## src/rtl/vga_capture.sv

```systemverilog
// Captures a VGA-style RGB stream into a framebuffer write port and checks
// the line and frame geometry against the expected timing.
module vga_capture #(
  parameter int H_ACTIVE = 640,
  parameter int V_ACTIVE = 480,
  parameter int H_TOTAL  = 800,
  parameter int ADDR_W   = 19
) (
  input  logic              pclk,
  input  logic              reset,
  input  logic              capture_en,
  input  logic              hsync,
  input  logic              vsync,
  input  logic              valid,
  input  logic [7:0]        vga_r,
  input  logic [7:0]        vga_g,
  input  logic [7:0]        vga_b,
  output logic              wr_en,
  output logic [ADDR_W-1:0] wr_addr,
  output logic [23:0]       wr_data,
  output logic              frame_done,
  output logic              locked,
  output logic              err_hlen,
  output logic              err_htotal,
  output logic              err_vlen
);
  localparam int COL_W  = $clog2(H_ACTIVE + 2);
  localparam int LINE_W = $clog2(V_ACTIVE + 1);
  localparam logic [COL_W-1:0]  H_A   = COL_W'(H_ACTIVE);
  localparam logic [COL_W-1:0]  H_SAT = COL_W'(H_ACTIVE + 1);
  localparam logic [LINE_W-1:0] V_A   = LINE_W'(V_ACTIVE);
  localparam logic [9:0]        H_T   = 10'(H_TOTAL);

  typedef enum logic [1:0] {IDLE, WAIT_FRAME, CAPTURE} state_t;
  state_t state;

  logic        hs1, vs1, vld1, hs2, vs2, vld2;
  logic [23:0] rgb1;
  logic        fs, ls, re;

  always_ff @(posedge pclk) begin
    if (!reset) begin
      hs1  <= 1'b1;
      vs1  <= 1'b1;
      vld1 <= 1'b0;
      hs2  <= 1'b1;
      vs2  <= 1'b1;
      vld2 <= 1'b0;
      rgb1 <= '0;
    end else begin
      hs1  <= hsync;
      vs1  <= vsync;
      vld1 <= valid;
      rgb1 <= {vga_r, vga_g, vga_b};
      hs2  <= hs1;
      vs2  <= vs1;
      vld2 <= vld1;
    end
  end

  assign fs = vs2 & ~vs1;
  assign ls = hs2 & ~hs1;
  assign re = vld2 & ~vld1;

  // col counts every valid pixel (saturating just past H_ACTIVE) so that
  // over-long runs are still caught; only in-bounds pixels are written.
  logic [COL_W-1:0]  col, col_n;
  logic [LINE_W-1:0] line, line_n;
  logic [ADDR_W-1:0] line_base, base_n;
  logic              line_ovf, ovf_n;
  logic [9:0]        htick, htick_n;
  logic              ls_seen;
  logic              pix_ok, hlen_hit, htot_hit, vlen_hit, e_h, e_t, e_v;

  always_comb begin
    col_n    = col;
    line_n   = line;
    base_n   = line_base;
    ovf_n    = line_ovf;
    hlen_hit = 1'b0;
    pix_ok   = vld1 && (col < H_A) && (line < V_A);
    if (vld1 && col != H_SAT) col_n = col + 1'b1;
    if (re) begin
      hlen_hit = (col != H_A);
      col_n    = '0;
      if (line == V_A) ovf_n = 1'b1;
      else begin
        line_n = line + 1'b1;
        base_n = line_base + ADDR_W'(H_ACTIVE);
      end
    end
    htick_n  = ls ? 10'd1 : (htick == 10'h3FF ? htick : htick + 1'b1);
    htot_hit = ls && ls_seen && (htick != H_T);
    // Frame check sees the line count after any same-cycle run end.
    vlen_hit = fs && ((line_n != V_A) || ovf_n);
    e_h      = err_hlen | hlen_hit;
    e_t      = err_htotal | htot_hit;
    e_v      = err_vlen | vlen_hit;
  end

  always_ff @(posedge pclk) begin
    if (!reset) begin
      state      <= IDLE;
      wr_en      <= 1'b0;
      wr_addr    <= '0;
      wr_data    <= '0;
      frame_done <= 1'b0;
      locked     <= 1'b0;
      err_hlen   <= 1'b0;
      err_htotal <= 1'b0;
      err_vlen   <= 1'b0;
      col        <= '0;
      line       <= '0;
      line_base  <= '0;
      line_ovf   <= 1'b0;
      htick      <= '0;
      ls_seen    <= 1'b0;
    end else begin
      wr_en      <= 1'b0;
      frame_done <= 1'b0;
      if (!capture_en) begin
        state  <= IDLE;
        locked <= 1'b0;
      end else begin
        case (state)
          IDLE: begin
            state      <= WAIT_FRAME;
            err_hlen   <= 1'b0;
            err_htotal <= 1'b0;
            err_vlen   <= 1'b0;
          end
          WAIT_FRAME: if (fs) begin
            state     <= CAPTURE;
            col       <= '0;
            line      <= '0;
            line_base <= '0;
            line_ovf  <= 1'b0;
            htick     <= '0;
            ls_seen   <= 1'b0;
          end
          CAPTURE: begin
            wr_en <= pix_ok;
            if (pix_ok) begin
              wr_addr <= line_base + ADDR_W'(col);
              wr_data <= rgb1;
            end
            err_hlen   <= e_h;
            err_htotal <= e_t;
            err_vlen   <= e_v;
            if (hlen_hit || htot_hit || vlen_hit) locked <= 1'b0;
            if (fs) begin
              if (!(e_h || e_t || e_v)) begin
                frame_done <= 1'b1;
                locked     <= 1'b1;
              end
              col       <= '0;
              line      <= '0;
              line_base <= '0;
              line_ovf  <= 1'b0;
              htick     <= '0;
              ls_seen   <= 1'b0;
            end else begin
              col       <= col_n;
              line      <= line_n;
              line_base <= base_n;
              line_ovf  <= ovf_n;
              htick     <= htick_n;
              if (ls) ls_seen <= 1'b1;
            end
          end
          default: state <= IDLE;
        endcase
      end
    end
  end
endmodule

```

## config.mk

```make
export PLATFORM = sky130hd
export DESIGN_NAME = vga_capture
export DESIGN_NICKNAME = d
export VERILOG_FILES = /design/src/rtl/vga_capture.sv
export SDC_FILE = /design/constraint.sdc
export NUM_CORES = 1
export LEC_CHECK = 0
export CELL_PAD_IN_SITES_DETAIL_PLACEMENT = 0
export CELL_PAD_IN_SITES_GLOBAL_PLACEMENT = 1
export CORE_AREA = 3 3 110 133
export DETAILED_ROUTE_END_ITERATION = 10
export DIE_AREA = 0 0 113 136
export PLACE_DENSITY_LB_ADDON = 0.1
export SETUP_SLACK_MARGIN = 0.5
export SLEW_MARGIN = 10
export SYNTH_ARGS = -nofsm -noshare
export SYNTH_HDL_FRONTEND = slang
export SYNTH_SLANG_ARGS = --single-unit
```

## constraint.sdc

```tcl
create_clock -name pclk -period 2.35 [get_ports pclk]
set_input_delay 0.47 -clock pclk [delete_from_list [all_inputs] [get_ports pclk]]
set_output_delay 0.47 -clock pclk [all_outputs]
set_load 0.02 [all_outputs]
```

==> run summary, run 1 <==
status -> finished clean
Initial Util -> 0.408
crit-path max FO -> 8
kind of critical path -> reg -> reg
FP Rows -> 46
Mapped Cells -> 613
vias per cell -> 5.12
reg2reg end -> line[0]
Die ar. -> 15400 sq um
clock sink count -> 124
fin util -> 0.589
wirelength, routed -> 14.1 mm
cts hold-fix bufs -> 0
Final HPWL DP -> 9.03 mm
sequential fraction of the synthesis area -> 0.456
max frequency -> 509 MHz
CTS tree -> built
area of the multi-input gates -> 3100 sq um
Finish-stage setup viols -> 0
Peak VDD IR -> 0.520 mV
drt drc -> 0
Seq. cell area -> 2530 sq um
Ports -> 79
CP startpoint kind -> flop
RSZ-0062 raised after global routing -> true
max-slew violations -> 0
final setup skew -> 7.12 ps
gr usage total -> 0.181
Post-synth top cells -> 124 x dfxtp_1, 101 x nand2_1, 42 x nor2_1, 35 x a21boi_0, 33 x and2_1
final worst-path cycle share -> 0.837
Worst-Margin Slew -> 520 ps
1st-pass router iterations -> 4
Worst-path clk slew -> 60 ps
post-route ant nets -> 0
global-route wire length before repair -> 22.1 mm
Synth Flop Type -> dfxtp_1
Placed Instances -> 851
RR Startpoint -> line[1]
CTS root buf -> clkbuf_16
Post-Syn Nets -> 658
final net count -> 780
hold path startpoint -> reset
Syn Area/Cell -> 8.88 sq um
number of buffers added on ports -> 78
Pleak -> 3.44 nW
min-delay worst type -> in -> reg
latest clock arrival within the worst-skew pair -> 420 ps
Die H -> 136 microns
Crit path required time -> 2710 ps
max_slew headroom -> 0.652
CTS max path bufs -> 2
n_diodes -> 0
top cell type's share of synthesized area -> 0.456
power per standard cell area -> 661 nW/um^2
yosys warns -> 0
vias -> 4688
post-DR wirelength/cell -> 15.4 microns
Reg2Reg Depth -> 10
Die Width -> 113 microns
post-synthesis cell type count -> 62
most area-consuming cells after synthesis -> dfxtp_1 46%, nand2_1 7.0%, a21boi_0 4.8%
dpl ws -> 128 ps
Hold Path Stages -> 2
#FFs+latches synth -> 124
Starting DRT DRC Count -> 242
core area -> 13400 sq um
count leader, synth -> dfxtp_1
fillcell total -> 1175
gpl congestion -> 0.799
Post-synth ARST share -> 0
EDFF count, synth -> 0
worst min-delay path endpoint -> vs2
dominant cell type by area after synthesis -> dfxtp_1
WP data arrival -> 2320 ps
antenna violations before repair -> 0
Crit. End Element -> flop
CTS H-Tree Depth -> 4
Final Hold Viols -> 0
max-cap check violation count -> 0
Area Growth Syn to Fin -> 44.5%
Synth Cell Area -> 5440 sq um
share of layout cells above drive strength 1 -> 0.239
Congestion Overflow GR -> 0
CTS Buf Count -> 17
vias in the first global route -> 4475
Final TNS setup -> 0 ps
largest net degree at the start of global routing -> 68
min cycle time layout -> 1970 ps
setup slack, reg-to-reg -> 380 ps
Design Power -> 5.20 mW
final non-filler cell total -> 916
Setup WS post-layout -> 384 ps
[how the worst max path moves through the flow]
stage | from | endpoint | slack [ps]
final | line[1] | line[0] | 380
after global routing | line[1] | line_base[18] | 330
after CTS | line[1] | line_base[16] | 330
after detailed placement | capture_en | line_base[8] | 130
after global placement | capture_en | line_base[16] | 110
after floorplan | line[0] | line_base[18] | 500
[registers in the layout, indices dropped and copies added, names as in the netlist, 2 cells and up]
register and flops:
line_base 12, col 10, rgb1 24, state 2, htick 10, line 9, wr_addr 19, wr_data 24
[logic make-up after synthesis]
logic type | share of synthesized area
AOI/OAI and AO/OA | 0.160
xor gates and xnor gates | 0.0499
adders and majority gates | 0.0345
buffers and inverters | 0.0361
DFF | 0.456
and+or+nand+nor | 0.264
[critical path: stages, from the launching register on]
cell	delay, ps
dfxtp_4	360
inv_4	60
ha_4	130
or4b_4	450
o21ba_4	240
o21ai_4	150
buf_12	160
buf_6	100
nand2_2	40
o21ai_1	70
and2_1	130
[stage by stage]
| stage | hold WS [ps] | cell area, sq um |
|---|---|---|
| 6_report | 361 | 7860 |
| 2_1_floorplan | 425 | 5450 |
| 3_5_place_dp | 441 | 6520 |
| 4_1_cts | 349 | 7360 |
| 5_1_grt | 376 | 7860 |
| 3_3_place_gp | 430 | 6520 |
[routing by layer]
layer | wire [microns] | global-route usage | vias to the layer above
li1 | - | - | 2334
met1 | 5770 | 0.209 | 2237
met2 | 7410 | 0.317 | 91
met3 | 573 | 0.0414 | 26
met4 | 322 | 0.0842 | 0
met5 | 0 | 0 | -
[cell usage in the layout, fill, tap and decap left out, types with 9 or more instances in the layout]
cell and count:
a21boi_0 34, a21oi_1 17, and2_1 33, buf_4 35, buf_6 9, clkbuf_16 18
clkdlybuf4s50_1 30, dfxtp_1 106, dfxtp_2 9, dfxtp_4 9, dlygate4sd2_1 31, dlymetal6s2s_1 16
ha_1 9, inv_1 10, nand2_1 92, nand2b_1 9, nand3_1 9, nand4_1 15
nor2_1 39, nor2b_1 15, nor3_1 9, o21ai_0 18, xnor2_1 13, xor2_1 17
[layout make-up]
| class | instances | area share |
|---|---|---|
| inverter | 15 | 0.00843 |
| tap | 168 | 0.0267 |
| sequential | 124 | 0.321 |
| multi-input combinational | 444 | 0.394 |
| clock inverter | 15 | 0.0267 |
| clock buffer | 17 | 0.0541 |
| timing repair buffer | 133 | 0.169 |
[report_power, final]
group	total [mW]	switching [mW]	internal (mW)
logic	0.254	0.118	0.136
clock network	2.80	1.01	1.79
registers	2.14	0.0163	2.13
[what timing repair did]
item,4_1_cts,5_1_grt
setup endpoints to repair,62,66
pin swaps,24,39
gates cloned,1,4
buffers inserted,12,16
hold endpoints to repair,0,0
resized for setup,75,88
No activity file was read; power rests on OpenSTA's default activity.
==> run 2, diff against run 1 <==
- CORE_AREA: 3 3 110 133 -> 3 3 115 139
- DIE_AREA: 0 0 113 136 -> 0 0 118 142
- clock period: 2.35 -> 1.7 ns (I/O delays scaled with it)
==> run 2 against run 1 <==
- the run now ends with negative setup slack left
- clock-buffer cell count up 3
- power up 37%
- global-route usage down 0.15 points
- final cell count up 14%
- sequential share of layout area down 4.1 points
- clock skew down 0.88 ps
- first-iteration DRC count down 3.7%
- register-to-register slack worse by 660 ps
- die area up 9.0%
==> run summary, run 2 (same netlist as run 1, synthesis figures left out) <==
Die H -> 142 microns
cts hold-fix bufs -> 0
Crit. End Element -> flop
reg2reg end -> line_base[16]
Starting DRT DRC Count -> 233
crit-path max FO -> 5
CTS root buf -> clkbuf_16
vias -> 5044
latest clock arrival within the worst-skew pair -> 410 ps
final setup skew -> 6.24 ps
max frequency -> 506 MHz
Worst-Margin Slew -> 360 ps
WHS -> 428 ps
max-cap check violation count -> 0
WP data arrival -> 2280 ps
antenna violations before repair -> 0
CTS Buf Count -> 17
post-route ant nets -> 0
n_diodes -> 0
Final HPWL DP -> 9.92 mm
worst min-delay path endpoint -> wr_data[3]
Largest regs -> rgb1: 24 flops, wr_data: 24 flops, wr_addr: 19 flops
commonest non-fill, non-tap cell in the layout -> buf_4
min cycle time layout -> 1980 ps
status -> finished, violations left
Worst-path clk slew -> 60 ps
power per standard cell area -> 781 nW/um^2
WL met1 -> 6.34 mm
drt drc -> 0
post-DR wirelength/cell -> 14.5 microns
Die ar. -> 16800 sq um
max_slew headroom -> 0.760
FP Rows -> 49
CP startpoint kind -> flop
min-delay worst type -> reg -> reg
core area -> 14900 sq um
kind of critical path -> reg -> reg
dpl ws -> -427 ps
Crit path required time -> 2000 ps
Die Width -> 118 microns
global-route wire length before repair -> 24.5 mm
Final Hold Viols -> 0
max-slew violations -> 0
RR Startpoint -> line[1]
Peak VDD IR -> 0.560 mV
commonest non-fill, non-tap cells in the layout -> 100 x buf_4, 84 x buf_6, 63 x dfxtp_1, 60 x nand2_1, 58 x dfxtp_2
Hold Path Stages -> 2
Pleak -> 3.77 nW
Design Power -> 7.13 mW
routed length on met3 -> 474 microns
Finish-stage setup viols -> 39
Ports -> 79
number of buffers added on ports -> 78
RSZ-0062 raised after global routing -> true
wirelength, routed -> 15.1 mm
hold path startpoint -> rgb1[3]
gr usage total -> 0.180
vias per cell -> 4.83
Top Metal Used -> met4
CTS max path bufs -> 2
Congestion Overflow GR -> 0
Area Growth Syn to Fin -> 67.9%
CTS H-Tree Depth -> 4
clock sink count -> 124
Initial Util -> 0.365
metal2 WL -> 8.07 mm
setup slack, reg-to-reg -> -280 ps
CTS tree -> built
Setup WS post-layout -> -277 ps
largest net degree at the start of global routing -> 71
Reg2Reg Depth -> 8
gpl congestion -> 0.818
failing checks -> negative setup slack
1st-pass router iterations -> 6
vias in the first global route -> 5057
final net count -> 873
share of layout cells above drive strength 1 -> 0.515
final worst-path cycle share -> 1.16
-- run 2: cell types whose count changed in the layout (fill, tap and decap cells not counted), sizes merged, moves of 2 or more --
cell / before / now
clkbuf: 18 / 21
buf: 54 / 196
dlymetal6s2s: 16 / 0
dlygate4sd2: 31 / 0
clkdlybuf4s50: 30 / 28
inv: 20 / 16
-- run 2: critical path: stages, from the launching register on --
cell      delay [ps]
dfxtp_4          360
inv_4             60
ha_4             130
or4b_4           460
o21ba_4          240
o211ai_4         270
nor3_2            90
xnor2_1          170
nor2_1            80
-- run 2: where the power goes --
part / switching (mW) / total (mW) / leakage [nW] / internal, mW
combinational: 0.194 / 0.437 / 2.44 / 0.243
clock: 1.29 / 3.73 / 0.294 / 2.44
sequential: 0.0228 / 2.97 / 1.04 / 2.95
total: 1.50 / 7.13 / 3.77 / 5.63
-- run 2: worst max-delay path by stage --
stage	from	to	cells past startpoint
floorplan	state[1]	htick[4]	10
global placement	capture_en	line[0]	7
detailed placement	capture_en	line[0]	7
CTS	line[1]	line_base[16]	8
global route	line[1]	line_base[16]	8
finish	line[1]	line_base[16]	8
-- run 2: cell type report --
cell class,instances,area (sq um)
tap,204,255
fill,1278,5760
sequential,124,2570
clock inverter,12,170
clock buffer,20,437
inverter,15,68.8
multi-input combinational,445,3440
timing repair buffer,225,2200
-- run 2: metrics by stage --
stage	setup TNS, ps	instance area (sq um)	utilization	instances
after CTS	-5710	8750	0.587	1028
after detailed placement	-25880	7240	0.486	957
after floorplan	-1390	5720	-	613
after global placement	-24290	7240	0.486	957
after global routing	-10300	9140	0.613	1045
final	-5090	9140	0.613	1045
-- run 2: repair_timing --
| action | CTS | global route |
|---|---|---|
| endpoints found under the setup margin | 143 | 143 |
| setup buffers | 34 | 16 |
| gates resized for setup | 482 | 57 |
| cloned | 5 | 1 |
| pin swaps | 45 | 51 |
-- run 2: metal layers --
| metal | vias to the layer above | global-route usage |
|---|---|---|
| met5 | - | 0 |
| met4 | 0 | 0.0728 |
| met1 | 2405 | 0.205 |
| li1 | 2535 | - |
| met2 | 88 | 0.327 |
| met3 | 16 | 0.0402 |
==> run 3, diff against run 2 <==
- CORE_AREA: 3 3 115 139 -> 3 3 110 133
- DIE_AREA: 0 0 118 142 -> 0 0 113 136
- clock period: 1.7 -> 2 ns (I/O delays scaled with it)
==> run 3 against run 2 <==
- the run now ends clean
- routed wire length increased by 3.5%
- power decreased by 18%
- combinational power decreased by 21%
- via count is 2.7% lower
- sequential cell count unchanged
- sequential power decreased by 15%
- first-iteration DRC count shrank 0.43%
- hold slack worse by 33 ps
- setup slack improved by 310 ps
- critical path type unchanged
- largest power group unchanged
- highest routed layer is now met5
==> run summary, run 3 (same netlist as run 1, synthesis figures left out) <==
status -> finished clean
commonest non-fill, non-tap cells in the layout -> 107 x dfxtp_1, 53 x nand2_1, 40 x buf_6, 35 x buf_4, 34 x nor2_1
Pleak -> 3.63 nW
max-slew violations -> 0
largest net degree at the start of global routing -> 74
Ports -> 79
clock sink count -> 124
Crit. End Element -> flop
gpl congestion -> 0.809
RSZ-0062 raised after global routing -> true
Largest regs -> rgb1: 24 flops, wr_data: 24 flops, wr_addr: 19 flops
Initial Util -> 0.408
max_slew headroom -> 0.554
vias in the first global route -> 4846
commonest non-fill, non-tap cell in the layout -> dfxtp_1
area of the multi-input gates -> 3650 sq um
fillcell total -> 1089
gr usage total -> 0.199
final worst-path cycle share -> 0.984
WHS -> 396 ps
max-cap check violation count -> 0
min-delay worst type -> in -> reg
placed instance area -> 6770 sq um
Final Hold Viols -> 0
Worst-path clk slew -> 60 ps
wirelength, routed -> 15.6 mm
cts hold-fix bufs -> 0
Final TNS setup -> 0 ps
kind of critical path -> reg -> reg
FP Rows -> 46
Die Width -> 113 microns
number of buffers added on ports -> 78
Peak VDD IR -> 0.553 mV
CTS root buf -> clkbuf_16
latest clock arrival within the worst-skew pair -> 420 ps
final setup skew -> 5.80 ps
Congestion Overflow GR -> 0
Finish-stage setup viols -> 0
Worst-Margin Slew -> 667 ps
Area Growth Syn to Fin -> 60.9%
Die H -> 136 microns
Crit path required time -> 2310 ps
max frequency -> 508 MHz
setup slack, reg-to-reg -> 30 ps
Final HPWL DP -> 9.08 mm
Die ar. -> 15400 sq um
Finished Cell Area -> 8750 sq um
min cycle time layout -> 1970 ps
drt drc -> 0
power per standard cell area -> 669 nW/um^2
n_diodes -> 0
post-DR wirelength/cell -> 16.4 microns
final net count -> 818
post-route ant nets -> 0
core area -> 13400 sq um
CTS max path bufs -> 2
1st-pass router iterations -> 4
share of layout cells above drive strength 1 -> 0.431
final non-filler cell total -> 952
vias -> 4906
Starting DRT DRC Count -> 232
Seq. cell area -> 2520 sq um
Placed Instances -> 868
CTS tree -> built
antenna violations before repair -> 1
CP startpoint kind -> flop
vias per cell -> 5.15
CTS H-Tree Depth -> 4
global-route wire length before repair -> 24.3 mm
CTS Buf Count -> 17
crit-path max FO -> 4
WP data arrival -> 2280 ps
==> run 3: changes by cell type in the layout (fill, tap and decap cells not counted), sizes merged, moves of 3 or more <==
| cell | change |
|---|---|
| dlygate4sd2 | +3 |
| buf | -102 |
| clkinv | -3 |
| clkdlybuf4s15 | +20 |
| clkbuf | +26 |
==> run 3: layout make-up <==
| class | instances | area share |
|---|---|---|
| Clock inverter | 9 | 0.0133 |
| Timing Repair Buffer | 170 | 0.198 |
| Clock buffer | 21 | 0.0515 |
| Tap cell | 168 | 0.0240 |
| Multi-Input combinational cell | 445 | 0.417 |
| Sequential cell | 124 | 0.288 |
| Inverter | 15 | 0.00815 |
==> run 3: path summary, 6_finish.rpt <==
path	start	endpoint	cells past startpoint
hold reg to reg	rgb1[13]	wr_data[13]	2
hold / removal	reset	line[3]	2
setup / recovery	line[0]	line_base[18]	9
setup reg to reg	line[0]	line_base[18]	9
==> run 3: what timing repair did <==
item	in CTS	in global routing
pin swaps	43	53
endpoints found under the setup margin	139	127
gates resized for setup	232	196
gates cloned	10	0
setup buffers	33	11
==> run 3: where the power goes <==
part / total (mW) / switching [mW] / internal, mW / leakage, nW
clock network: 2.98 / 1.13 / 1.86 / 0.262
registers: 2.53 / 0.0287 / 2.50 / 1.02
logic: 0.347 / 0.159 / 0.187 / 2.35
total: 5.86 / 1.31 / 4.54 / 3.63
==> run 3: through the flow <==
step           utilization  power, mW  setup WS (ps)
6_report             0.656       5.86           31.7
5_1_grt              0.656       6.04          -41.9
4_1_cts              0.615       5.87           55.2
3_5_place_dp         0.507       2.83           -147
3_3_place_gp         0.507       2.83           -106
2_1_floorplan            -       2.71            181
==> run 3: layer usage <==
| layer | wire length (microns) | share of wire | GRT usage |
|---|---|---|---|
| met1 | 6270 | 0.40 | 0.220 |
| met2 | 8280 | 0.53 | 0.354 |
| met3 | 730 | 0.047 | 0.0650 |
| met4 | 338 | 0.022 | 0.0715 |
| met5 | 13 | 0.00083 | 0 |
==> run 3: worst max-delay path, cell delays in order, from the launching register on <==
cell	delay, ps
dfxtp_4	360
inv_4	60
ha_4	130
or4b_4	460
o21ba_4	240
o211ai_4	230
buf_12	150
nor3_2	40
xnor2_1	140
nor2_1	50
